$ cat config.mk
export PLATFORM = sky130hd
export DESIGN_NAME = video_bitstream_packer
export DESIGN_NICKNAME = d
export VERILOG_FILES = /design/src/rtl/video_bitstream_packer.sv
export SDC_FILE = /design/constraint.sdc
export NUM_CORES = 1
export LEC_CHECK = 0
export ABC_AREA = 0
export CORE_MARGIN = 1.5
export CORE_UTILIZATION = 62
export CTS_CLUSTER_SIZE = 24
export DETAILED_ROUTE_END_ITERATION = 8
export PLACE_DENSITY = 0.88
export SYNTH_ARGS = -nofsm -noshare
export SYNTH_HDL_FRONTEND = slang
export SYNTH_SLANG_ARGS = --single-unit
export TNS_END_PERCENT = 10
$ cat constraint.sdc
create_clock -name clock -period 8.06 [get_ports clock]
set_input_delay 1.612 -clock clock [delete_from_list [all_inputs] [get_ports clock]]
set_output_delay 1.612 -clock clock [all_outputs]
set_load 0.02 [all_outputs]
$ cat src/rtl/video_bitstream_packer.sv
// -----------------------------------------------------------------------------
// video_bitstream_packer
//
// Writer-side bit packer for a video elementary stream. Variable-length
// codewords (1..32 bits, right-aligned) are concatenated MSB-first into
// 32-bit words. Completed words go into a small word FIFO, which is presented
// to the byte sink one byte at a time with show-ahead data and a pop strobe.
// A flush zero-pads the pending bits up to the next 32-bit boundary, which is
// legal ahead of start codes because MPEG-2 allows zero stuffing.
//
// Optional feature macro: VIDEO_BITSTREAM_PACKER_BIT_COUNT_EN
//   When defined, adds Bit_Count_O: total bits accepted since reset,
//   including flush padding, wrapping modulo 2^32.
//
// Ports:
//   clock            system clock, rising edge
//   reset            asynchronous active-high reset
//   Reset_Address_I  synchronous clear of accumulator, FIFO and byte select
//   Code_Valid_I     codeword present
//   Code_Data_I      codeword, right-aligned
//   Code_Length_I    codeword length 1..32 (0 = accepted no-op)
//   Code_Ready_O     codeword accepted when valid & ready
//   Flush_I          level request to pad to a 32-bit boundary
//   Flush_Done_O     one-cycle pulse after a flush executes
//   Byte_Allign_O    packed bit count is a multiple of 8
//   Buffer_Read_I    pop the current output byte
//   Byte_Data_O      current output byte (show-ahead)
//   Buffer_Empty_O   no byte available
//   Buffer_Full_O    word FIFO holds 2^ADDR_WIDTH words
//   Bit_Count_O      (optional) running bit count
// -----------------------------------------------------------------------------
module video_bitstream_packer #(
  parameter int ADDR_WIDTH = 4
) (
  input  logic        clock,
  input  logic        reset,
  input  logic        Reset_Address_I,
  input  logic        Code_Valid_I,
  input  logic [31:0] Code_Data_I,
  input  logic [5:0]  Code_Length_I,
  output logic        Code_Ready_O,
  input  logic        Flush_I,
  output logic        Flush_Done_O,
  output logic        Byte_Allign_O,
  input  logic        Buffer_Read_I,
  output logic [7:0]  Byte_Data_O,
  output logic        Buffer_Empty_O,
  output logic        Buffer_Full_O
`ifdef VIDEO_BITSTREAM_PACKER_BIT_COUNT_EN
  ,
  output logic [31:0] Bit_Count_O
`endif
);

  localparam int DEPTH = 1 << ADDR_WIDTH;

  // Accumulator: r_fill pending bits held left-aligned in r_acc, zeros below.
  logic [31:0]         r_acc;
  logic [4:0]          r_fill;

  // Word FIFO with a wrap bit on each pointer.
  logic [31:0]         r_mem [DEPTH];
  logic [ADDR_WIDTH:0] r_wr_ptr;
  logic [ADDR_WIDTH:0] r_rd_ptr;

  // Byte view of the head word.
  logic [1:0]          r_sel;
  logic [7:0]          r_byte;
  logic                r_empty;

  logic                r_flush_done;
  logic                r_allign;

  // Combinational next-state signals.
  logic                w_full;
  logic                w_accept;
  logic                w_flush_exec;
  logic [5:0]          w_len;
  logic [5:0]          w_sum;
  logic [6:0]          w_shift;
  logic [31:0]         w_mask;
  logic [63:0]         w_combined;
  logic                w_push;
  logic [31:0]         w_push_data;
  logic [31:0]         w_acc_next;
  logic [4:0]          w_fill_next;
  logic [5:0]          w_bits_added;

  logic                w_read;
  logic                w_pop;
  logic [1:0]          w_sel_next;
  logic [ADDR_WIDTH:0] w_rd_ptr_next;
  logic                w_empty_next;
  logic [31:0]         w_head_word;
  logic [7:0]          w_byte_next;

  // Full when the pointers differ only in the wrap bit.
  assign w_full = (r_wr_ptr[ADDR_WIDTH] != r_rd_ptr[ADDR_WIDTH]) &&
                  (r_wr_ptr[ADDR_WIDTH-1:0] == r_rd_ptr[ADDR_WIDTH-1:0]);

  // Flush takes priority over codewords.
  assign Code_Ready_O   = ~w_full & ~Flush_I;
  assign Buffer_Full_O  = w_full;
  assign Flush_Done_O   = r_flush_done;
  assign Byte_Allign_O  = r_allign;
  assign Byte_Data_O    = r_byte;
  assign Buffer_Empty_O = r_empty;

  // Lengths above 32 are clamped so the shift arithmetic stays in range.
  assign w_len   = Code_Length_I[5] ? 6'd32 : Code_Length_I;
  assign w_mask  = (w_len == 6'd32) ? 32'hFFFF_FFFF
                                    : ((32'd1 << w_len[4:0]) - 32'd1);
  assign w_sum   = {1'b0, r_fill} + w_len;
  // Places the new code directly under the pending bits in a 64-bit window;
  // a shift of 64 (zero-length code on an empty accumulator) yields zero.
  assign w_shift = 7'd64 - {2'b00, r_fill} - {1'b0, w_len};
  assign w_combined = {r_acc, 32'h0} | ({32'h0, Code_Data_I & w_mask} << w_shift);

  // NOTE: every output of this block is given a default first, so no path
  // leaves a signal unassigned and no latch is inferred.
  always_comb begin
    w_accept     = Code_Valid_I & Code_Ready_O;
    w_flush_exec = Flush_I & ~w_full;
    w_push       = 1'b0;
    w_push_data  = r_acc;
    w_acc_next   = r_acc;
    w_fill_next  = r_fill;
    w_bits_added = 6'd0;
    if (w_flush_exec) begin
      if (r_fill != 5'd0) begin
        // Lower bits of r_acc are already zero, so it is the padded word.
        w_push       = 1'b1;
        w_push_data  = r_acc;
        w_acc_next   = 32'h0;
        w_fill_next  = 5'd0;
        w_bits_added = 6'd32 - {1'b0, r_fill};
      end
    end else if (w_accept) begin
      w_bits_added = w_len;
      w_fill_next  = w_sum[4:0];  // equals sum-32 when a word completes
      if (w_sum >= 6'd32) begin
        w_push      = 1'b1;
        w_push_data = w_combined[63:32];
        w_acc_next  = w_combined[31:0];
      end else begin
        w_acc_next  = w_combined[63:32];
      end
    end
  end

  // Read side. The output register is loaded from the post-read pointer and
  // select but only from words committed before this edge, so a freshly
  // pushed word becomes visible one cycle after it lands in the FIFO.
  always_comb begin
    w_read        = Buffer_Read_I & ~r_empty;
    w_pop         = w_read & (r_sel == 2'd3);
    w_sel_next    = w_read ? r_sel + 2'd1 : r_sel;
    w_rd_ptr_next = w_pop ? r_rd_ptr + 1'b1 : r_rd_ptr;
    w_empty_next  = (w_rd_ptr_next == r_wr_ptr);
    w_head_word   = r_mem[w_rd_ptr_next[ADDR_WIDTH-1:0]];
    w_byte_next   = 8'h00;
    if (!w_empty_next) begin
      case (w_sel_next)
        2'd0:    w_byte_next = w_head_word[31:24];
        2'd1:    w_byte_next = w_head_word[23:16];
        2'd2:    w_byte_next = w_head_word[15:8];
        default: w_byte_next = w_head_word[7:0];
      endcase
    end
  end

  // NOTE: the FIFO storage has no reset; the pointers alone define which
  // entries are valid, and leaving the array unreset keeps it mappable to RAM.
  always_ff @(posedge clock) begin
    if (w_push && !w_full && !Reset_Address_I) begin
      r_mem[r_wr_ptr[ADDR_WIDTH-1:0]] <= w_push_data;
    end
  end

  // NOTE: sequential state is updated only with non-blocking assignments so
  // every register samples values from before the edge.
  always_ff @(posedge clock or posedge reset) begin
    if (reset) begin
      r_acc        <= 32'h0;
      r_fill       <= 5'd0;
      r_wr_ptr     <= '0;
      r_rd_ptr     <= '0;
      r_sel        <= 2'd0;
      r_byte       <= 8'h00;
      r_empty      <= 1'b1;
      r_flush_done <= 1'b0;
      r_allign     <= 1'b1;
    end else if (Reset_Address_I) begin
      // Discards pending bits and queued bytes; a concurrent code is dropped.
      r_acc        <= 32'h0;
      r_fill       <= 5'd0;
      r_wr_ptr     <= '0;
      r_rd_ptr     <= '0;
      r_sel        <= 2'd0;
      r_byte       <= 8'h00;
      r_empty      <= 1'b1;
      r_flush_done <= 1'b0;
      r_allign     <= 1'b1;
    end else begin
      r_acc        <= w_acc_next;
      r_fill       <= w_fill_next;
      if (w_push && !w_full) begin
        r_wr_ptr   <= r_wr_ptr + 1'b1;
      end
      r_rd_ptr     <= w_rd_ptr_next;
      r_sel        <= w_sel_next;
      r_byte       <= w_byte_next;
      r_empty      <= w_empty_next;
      r_flush_done <= w_flush_exec;
      r_allign     <= (w_fill_next[2:0] == 3'd0);
    end
  end

`ifdef VIDEO_BITSTREAM_PACKER_BIT_COUNT_EN
  logic [31:0] r_bit_count;

  always_ff @(posedge clock or posedge reset) begin
    if (reset) begin
      r_bit_count <= 32'h0;
    end else if (Reset_Address_I) begin
      r_bit_count <= 32'h0;
    end else begin
      r_bit_count <= r_bit_count + {26'h0, w_bits_added};
    end
  end

  assign Bit_Count_O = r_bit_count;
`endif

endmodule

Yosys cells after proc, flatten, opt, wreduce, memory -nomap -nowiden
Memories as Yosys holds them, arrays and structs flattened.
Cells that the tools add are included.

word-level totals
  memory bits (writable) = 512
  bits in registers = 60
  memories kept = 1

operators by class
  mux-type cells = 32
  order comparisons = 1
  shift operators = 2
  bitwise logic cells = 10
  reductions and logical operators = 11
  equal/unequal tests = 8
  $add $sub $neg = 7

memories
  memory  words  width  rd ports  clocked after memory_dff  wr ports  RTL line  text
  r_mem   16     32     1         0                         1         62        logic [31:0] r_mem [DEPTH];

operator list
  cell                                                count
  2-to-1 mux 32 bit                                   9
  OR 64 bit                                           1
  left shift 32 x 7 -> 64 bit                         1
  2-to-1 mux 5 bit                                    8
  AND 32 bit                                          1
  left shift 1 x 5 -> 32 bit, first input constant    1
  subtractor 32 x 1 -> 32 bit, second input constant  1
  one-hot mux 8 bit (3 select lines)                  1
  2-to-1 mux 8 bit                                    2
  adder 5 x 1 -> 5 bit, second input constant         2
  2-to-1 mux 1 bit                                    9
  subtractor 7 x 5 -> 7 bit, first input constant     1
  subtractor 7 x 6 -> 7 bit                           1
  adder 5 x 6 -> 6 bit                                1
  equality test 6 bit, second input constant          1
  >= comparator 6 bit, second input constant          1
  2-to-1 mux 6 bit                                    1
  AND 1 bit                                           5
  equality test 5 bit                                 1
  nonzero test 5 bit                                  1
  equality test 2 bit, second input constant          2
  equality test 4 bit                                 1
  2-to-1 mux 2 bit                                    2
  logical AND 1 bit                                   3
  other kinds (11)                                    14

Longest topological paths before layout
  depth in word-level cells = 11
  gate-level depth with buffers = 18
  mapped depth without buffers = 13

Worst setup path before layout
Ideal clock, no wire load.

  kind = input-to-reg
  from = input port Code_Length_I[5]
  to = memory r_mem[5][0], enable pin
  slack = 2.154 ns
  data arrival time = 5.485 ns
  cell stages on the path = 12
  library setup time = 0.421 ns
  path through = buf_2 > inv_1 > clkbuf_1 > nand2_1 > ha_1 > nor2b_1 > o221ai_1 > mux2_2 > o211ai_1 > a21oi_1 > nand3b_1 > nor2_1

between the ends
  word-level cells in the longest chain between the ends = 10

ends and longest elaborated chain
  element                                 RTL line  text
  start: declaration                      40        input logic [5:0] Code_Length_I,
  2-to-1 mux 6 bit                        110       assign w_len = Code_Length_I[5] ? 6'd32 : Code_Length_I;
  adder 5 x 6 -> 6 bit                    113       assign w_sum = {1'b0, r_fill} + w_len;
  >= comparator 6 bit                     141       if (w_sum >= 6'd32) begin
  2-to-1 mux 1 bit                        141
  2-to-1 mux 1 bit                        138       end else if (w_accept) begin
  2-to-1 mux 1 bit                        129       if (w_flush_exec) begin
  logical AND 1 bit (2 in series)         175       if (w_push && !w_full && !Reset_Address_I) begin
  2-to-1 mux 1 bit                        175
  2-to-1 mux 1 bit (not written as such)  176       r_mem[r_wr_ptr[ADDR_WIDTH-1:0]] <= w_push_data;
  end: declaration                        62

No other way between the ends.

Worst setup path after layout
  from = input port Code_Length_I[3]
  to = memory r_mem[1][11] (data pin)

between the ends
  word-level cells in the longest chain between the ends = 10

ends and longest elaborated chain
  element                      RTL line  text
  2-to-1 mux 6 bit (*)         110
  left shift 1 x 5 -> 32 bit   112       : ((32'd1 << w_len[4:0]) - 32'd1);
  subtractor 32 x 1 -> 32 bit  112
  2-to-1 mux 32 bit            111       assign w_mask = (w_len == 6'd32) ? 32'hFFFF_FFFF
  AND 32 bit                   117       assign w_combined = {r_acc, 32'h0} | ({32'h0, Code_Data_I & w_mask} << w_shift);
  left shift 32 x 7 -> 64 bit  117
  OR 64 bit                    117
  2-to-1 mux 32 bit (*)        141
  2-to-1 mux 32 bit (*)        138
  2-to-1 mux 32 bit (*)        129
  via w_push_data[11]          84        logic [31:0] w_push_data;

Mark *: on every way through the listed nets, which the timed path passes. The rest lies on a longest branch.

==> metrics.txt <==
status finished clean; part of the power in registers 0.468; DIE AREA around 47000 um2; Top delay family on crit path compound AO/OA/AOI/OAI gates; Power Dens Cells 229 nW/um2; antenna viol nets, final 0; global-route wire length before repair around 120 mm; Switching Share 0.274; Max FO, Critical Path 26; Buf/Inv on CP 2; Die Ht 216 um; Max IR drop VDD about 0.16 mV; non-filler cells, final between 2000 and 3000; Synth Instances ~2000; slowest stage delay, CP between 0.9 and 1 ns; Switch Pwr 0.00197 W; crit path DAT roughly 6.6 ns; DIE WIDTH around 220 um; Slew Limit Fails 0; Worst setup EP type flip-flop; R2R cell count 11; drt via density slightly above 7; setup slack after layout roughly 1.7 ns; cell internal pwr approximately 0.0052 W; starting DRC count in detailed routing roughly 2500; Setup-failing EPs final 0; CTS tree built; DP HPWL 51.7 mm; clock buffer depth 3; Worst Setup Start Kind primary input; CP Class primary input to flip-flop; Area Growth Syn to Fin 11.7%; count of cell types in the netlist between 100 and 150; worst-skew pair later-pin latency just over 0.6 ns; setup_tns 0 ns; Post-synth ARST share 0.105; Mapped Nets 2073; global route total overflow 0; cts bufs inserted 53; Yosys reg bits between 500 and 600; # rows 77; antenna violations before repair 1; EDFF count, synth about 510; Required @ worst endpoint around 8.3 ns; actual slew at the worst max-slew pin between 1 and 1.5 ns; Synth Cell Area ~28000 um2; Tot GR Track Use 0.353; min-delay worst type flip-flop to flip-flop; Synth Warn # 0; MaxCap Viol Count 0; layout cell share with drive strength beyond 1 0.136; ANT cells 0; filler cell count around 2800; Hold Path Depth 2; Post-CTS Setup Bufs 0; Initial Util 0.632; P_leak ~13 nW; number of global-route vias before repair roughly 19000; DRC 0; DRT Pass-1 Iters 6; hold buffers post-CTS 0; RSZ-0062 raised after global routing false; Seq/Total Area, Yosys 0.601; setup slack after placement 1.31 ns; # clock sinks around 570; Logic pwr share 0.167; Critical Path, Cell by Cell clkdlybuf4s50_1 -> or4_4 -> nor2_1 -> nor2_1 -> ha_1 -> buf_4 -> or4b_1 -> nand3_1 -> o21ai_0 -> mux2_2 -> a211o_1 -> a211oi_1 -> nor3_1 -> o21bai_1; Max-Slew Margin vs Limit 0.200; CP max-delay cell o21bai_1; clk slew on worst S/H paths around 0.060 ns; reg-to-reg endpoint r_mem[0][2]; I/O pin count 57; gpl congestion 1.02; pin count of the biggest net entering global routing 75; most used flip-flop cell after synthesis edfxtp_1; ratio of final minimum period to clock period 0.787; Vias about 19000; worst hold path endpoint r_acc[11]; core area 44400 um2; endpoints failing hold 0; min-delay src r_acc[11]; reg-to-reg slack, setup 3.53 ns; Final #Nets approximately 2100; R2R Path Start r_fill[1]; Clk pwr share 0.365; Period minus WS final between 6 and 7 ns; dpl cells roughly 2600; Avg Inst Size Synth 14.0 um2; routed len/inst 30.1 um; Achievable Freq approximately 160 MHz; CTS HTree Levels 2; post-CTS sizing 0; total length of routed wires ~81 mm; Hold WS between 0.4 and 0.5 ns; Clock Skew ~0.020 ns; clock root buffer clkbuf_16; I/O Buffers 56; critical path's most frequent cell nor2_1
[state kept, by name, summed over array words and instances, names as in the netlist]
name	flops
Byte_Allign_O	1
r_rd_ptr	5
Buffer_Empty_O	1
r_mem	512
r_wr_ptr	5
r_fill	5
r_sel	2
Byte_Data_O	8
r_acc	32
Flush_Done_O	1
[through the flow]
stage | utilization | power, W | cell area (um2)
floorplan | - | 0.00413 | 28100
global placement | 0.666 | 0.00455 | 29600
detailed placement | 0.666 | 0.00457 | 29600
CTS | 0.707 | 0.00714 | 31400
global route | 0.707 | 0.00735 | 31400
finish | 0.707 | 0.00717 | 31400
[Yosys cell counts, types with 10 or more instances]
library cell	number	area (um2)
xnor2_1	13	114
edfxtp_1	512	15400
nor2b_1	19	119
a221o_1	19	190
dfrtp_1	58	1450
a21oi_1	54	270
nor2_1	131	492
xor2_1	11	96.3
o21ai_0	51	255
ha_1	19	238
mux2i_1	315	3150
a31oi_1	21	131
o31ai_1	10	75.1
a22oi_1	17	128
a21o_1	18	135
clkbuf_1	60	225
a211oi_1	27	203
o211ai_1	22	165
o221ai_1	14	123
nand3_1	36	180
o22ai_1	24	150
nand2b_1	16	100
buf_2	52	260
nor3_1	26	130
nand2_1	96	360
inv_1	29	109
o21ai_1	20	100
o21a_1	11	82.6
mux4_2	69	1550
a211o_1	11	96.3
[worst max-delay path by stage]
| stage | slack, ns | cells after the start | end | from |
|---|---|---|---|---|
| 6_report | 1.72 | 14 | r_mem[1][11] | Code_Length_I[3] |
| 5_1_grt | 1.59 | 14 | r_mem[0][2] | Code_Length_I[0] |
| 4_1_cts | 1.92 | 13 | r_mem[1][11] | Code_Length_I[3] |
| 3_5_place_dp | 1.31 | 13 | r_mem[3][29] | Code_Length_I[3] |
| 3_3_place_gp | 1.44 | 13 | r_mem[11][6] | Code_Length_I[3] |
| 2_1_floorplan | 2.15 | 12 | r_mem[5][0] | Code_Length_I[5] |
[power groups by stage]
| stage | combinational (W) | sequential [W] | clock [W] |
|---|---|---|---|
| after detailed placement | 0.00115 | 0.00342 | 0 |
| after global routing | 0.00126 | 0.00336 | 0.00273 |
| after CTS | 0.00116 | 0.00336 | 0.00263 |
| final | 0.00120 | 0.00336 | 0.00262 |
| after global placement | 0.00114 | 0.00342 | 0 |
| after floorplan | 0.000707 | 0.00342 | 0 |
[cells by family after synthesis]
family,count (synthesis),synth area share
AOI/OAI and AO/OA,426,0.111
xor gates and xnor gates,28,0.0102
adders and majority gates,20,0.00918
buffers and inverters,160,0.0254
DFF,572,0.601
muxes,393,0.171
and+or+nand+nor,410,0.0722
[placed cells by master, fill, tap and decap left out, types with 54 or more instances in the layout]
cell and instances:
a21oi_1 54, buf_4 61, clkbuf_16 54, clkdlybuf4s50_1 56, dfrtp_1 58, edfxtp_1 512, mux2i_1 314, mux4_2 69
nand2_1 96, nor2_1 115
[tightest hold or removal path: cells and delay by family, from the launching register on]
| family | cells | cell delay, ns |
|---|---|---|
| flops | 1 | 0.34 |
| compound gates | 2 | 0.11 |
[final cells by class]
| class | instances | area (um2) | area share |
|---|---|---|---|
| clock buffers | 68 | 1430 | 0.0457 |
| clock inverters | 31 | 378 | 0.0120 |
| inverters | 32 | 120 | 0.00383 |
| multi-input cells | 1277 | 10700 | 0.341 |
| flip-flops and latches | 572 | 16900 | 0.538 |
| well taps | 592 | 741 | 0.0236 |
| repair buffers | 122 | 1120 | 0.0356 |
[per-layer routing]
| layer | wire, um | up-vias | GRT usage |
|---|---|---|---|
| li1 | - | 8109 | - |
| met4 | 4430 | 2 | 0.184 |
| met5 | 11 | - | 0 |
| met2 | 38700 | 1172 | 0.570 |
| met1 | 30800 | 9511 | 0.461 |
| met3 | 7220 | 256 | 0.0638 |
(Power assumes the default switching activity.)
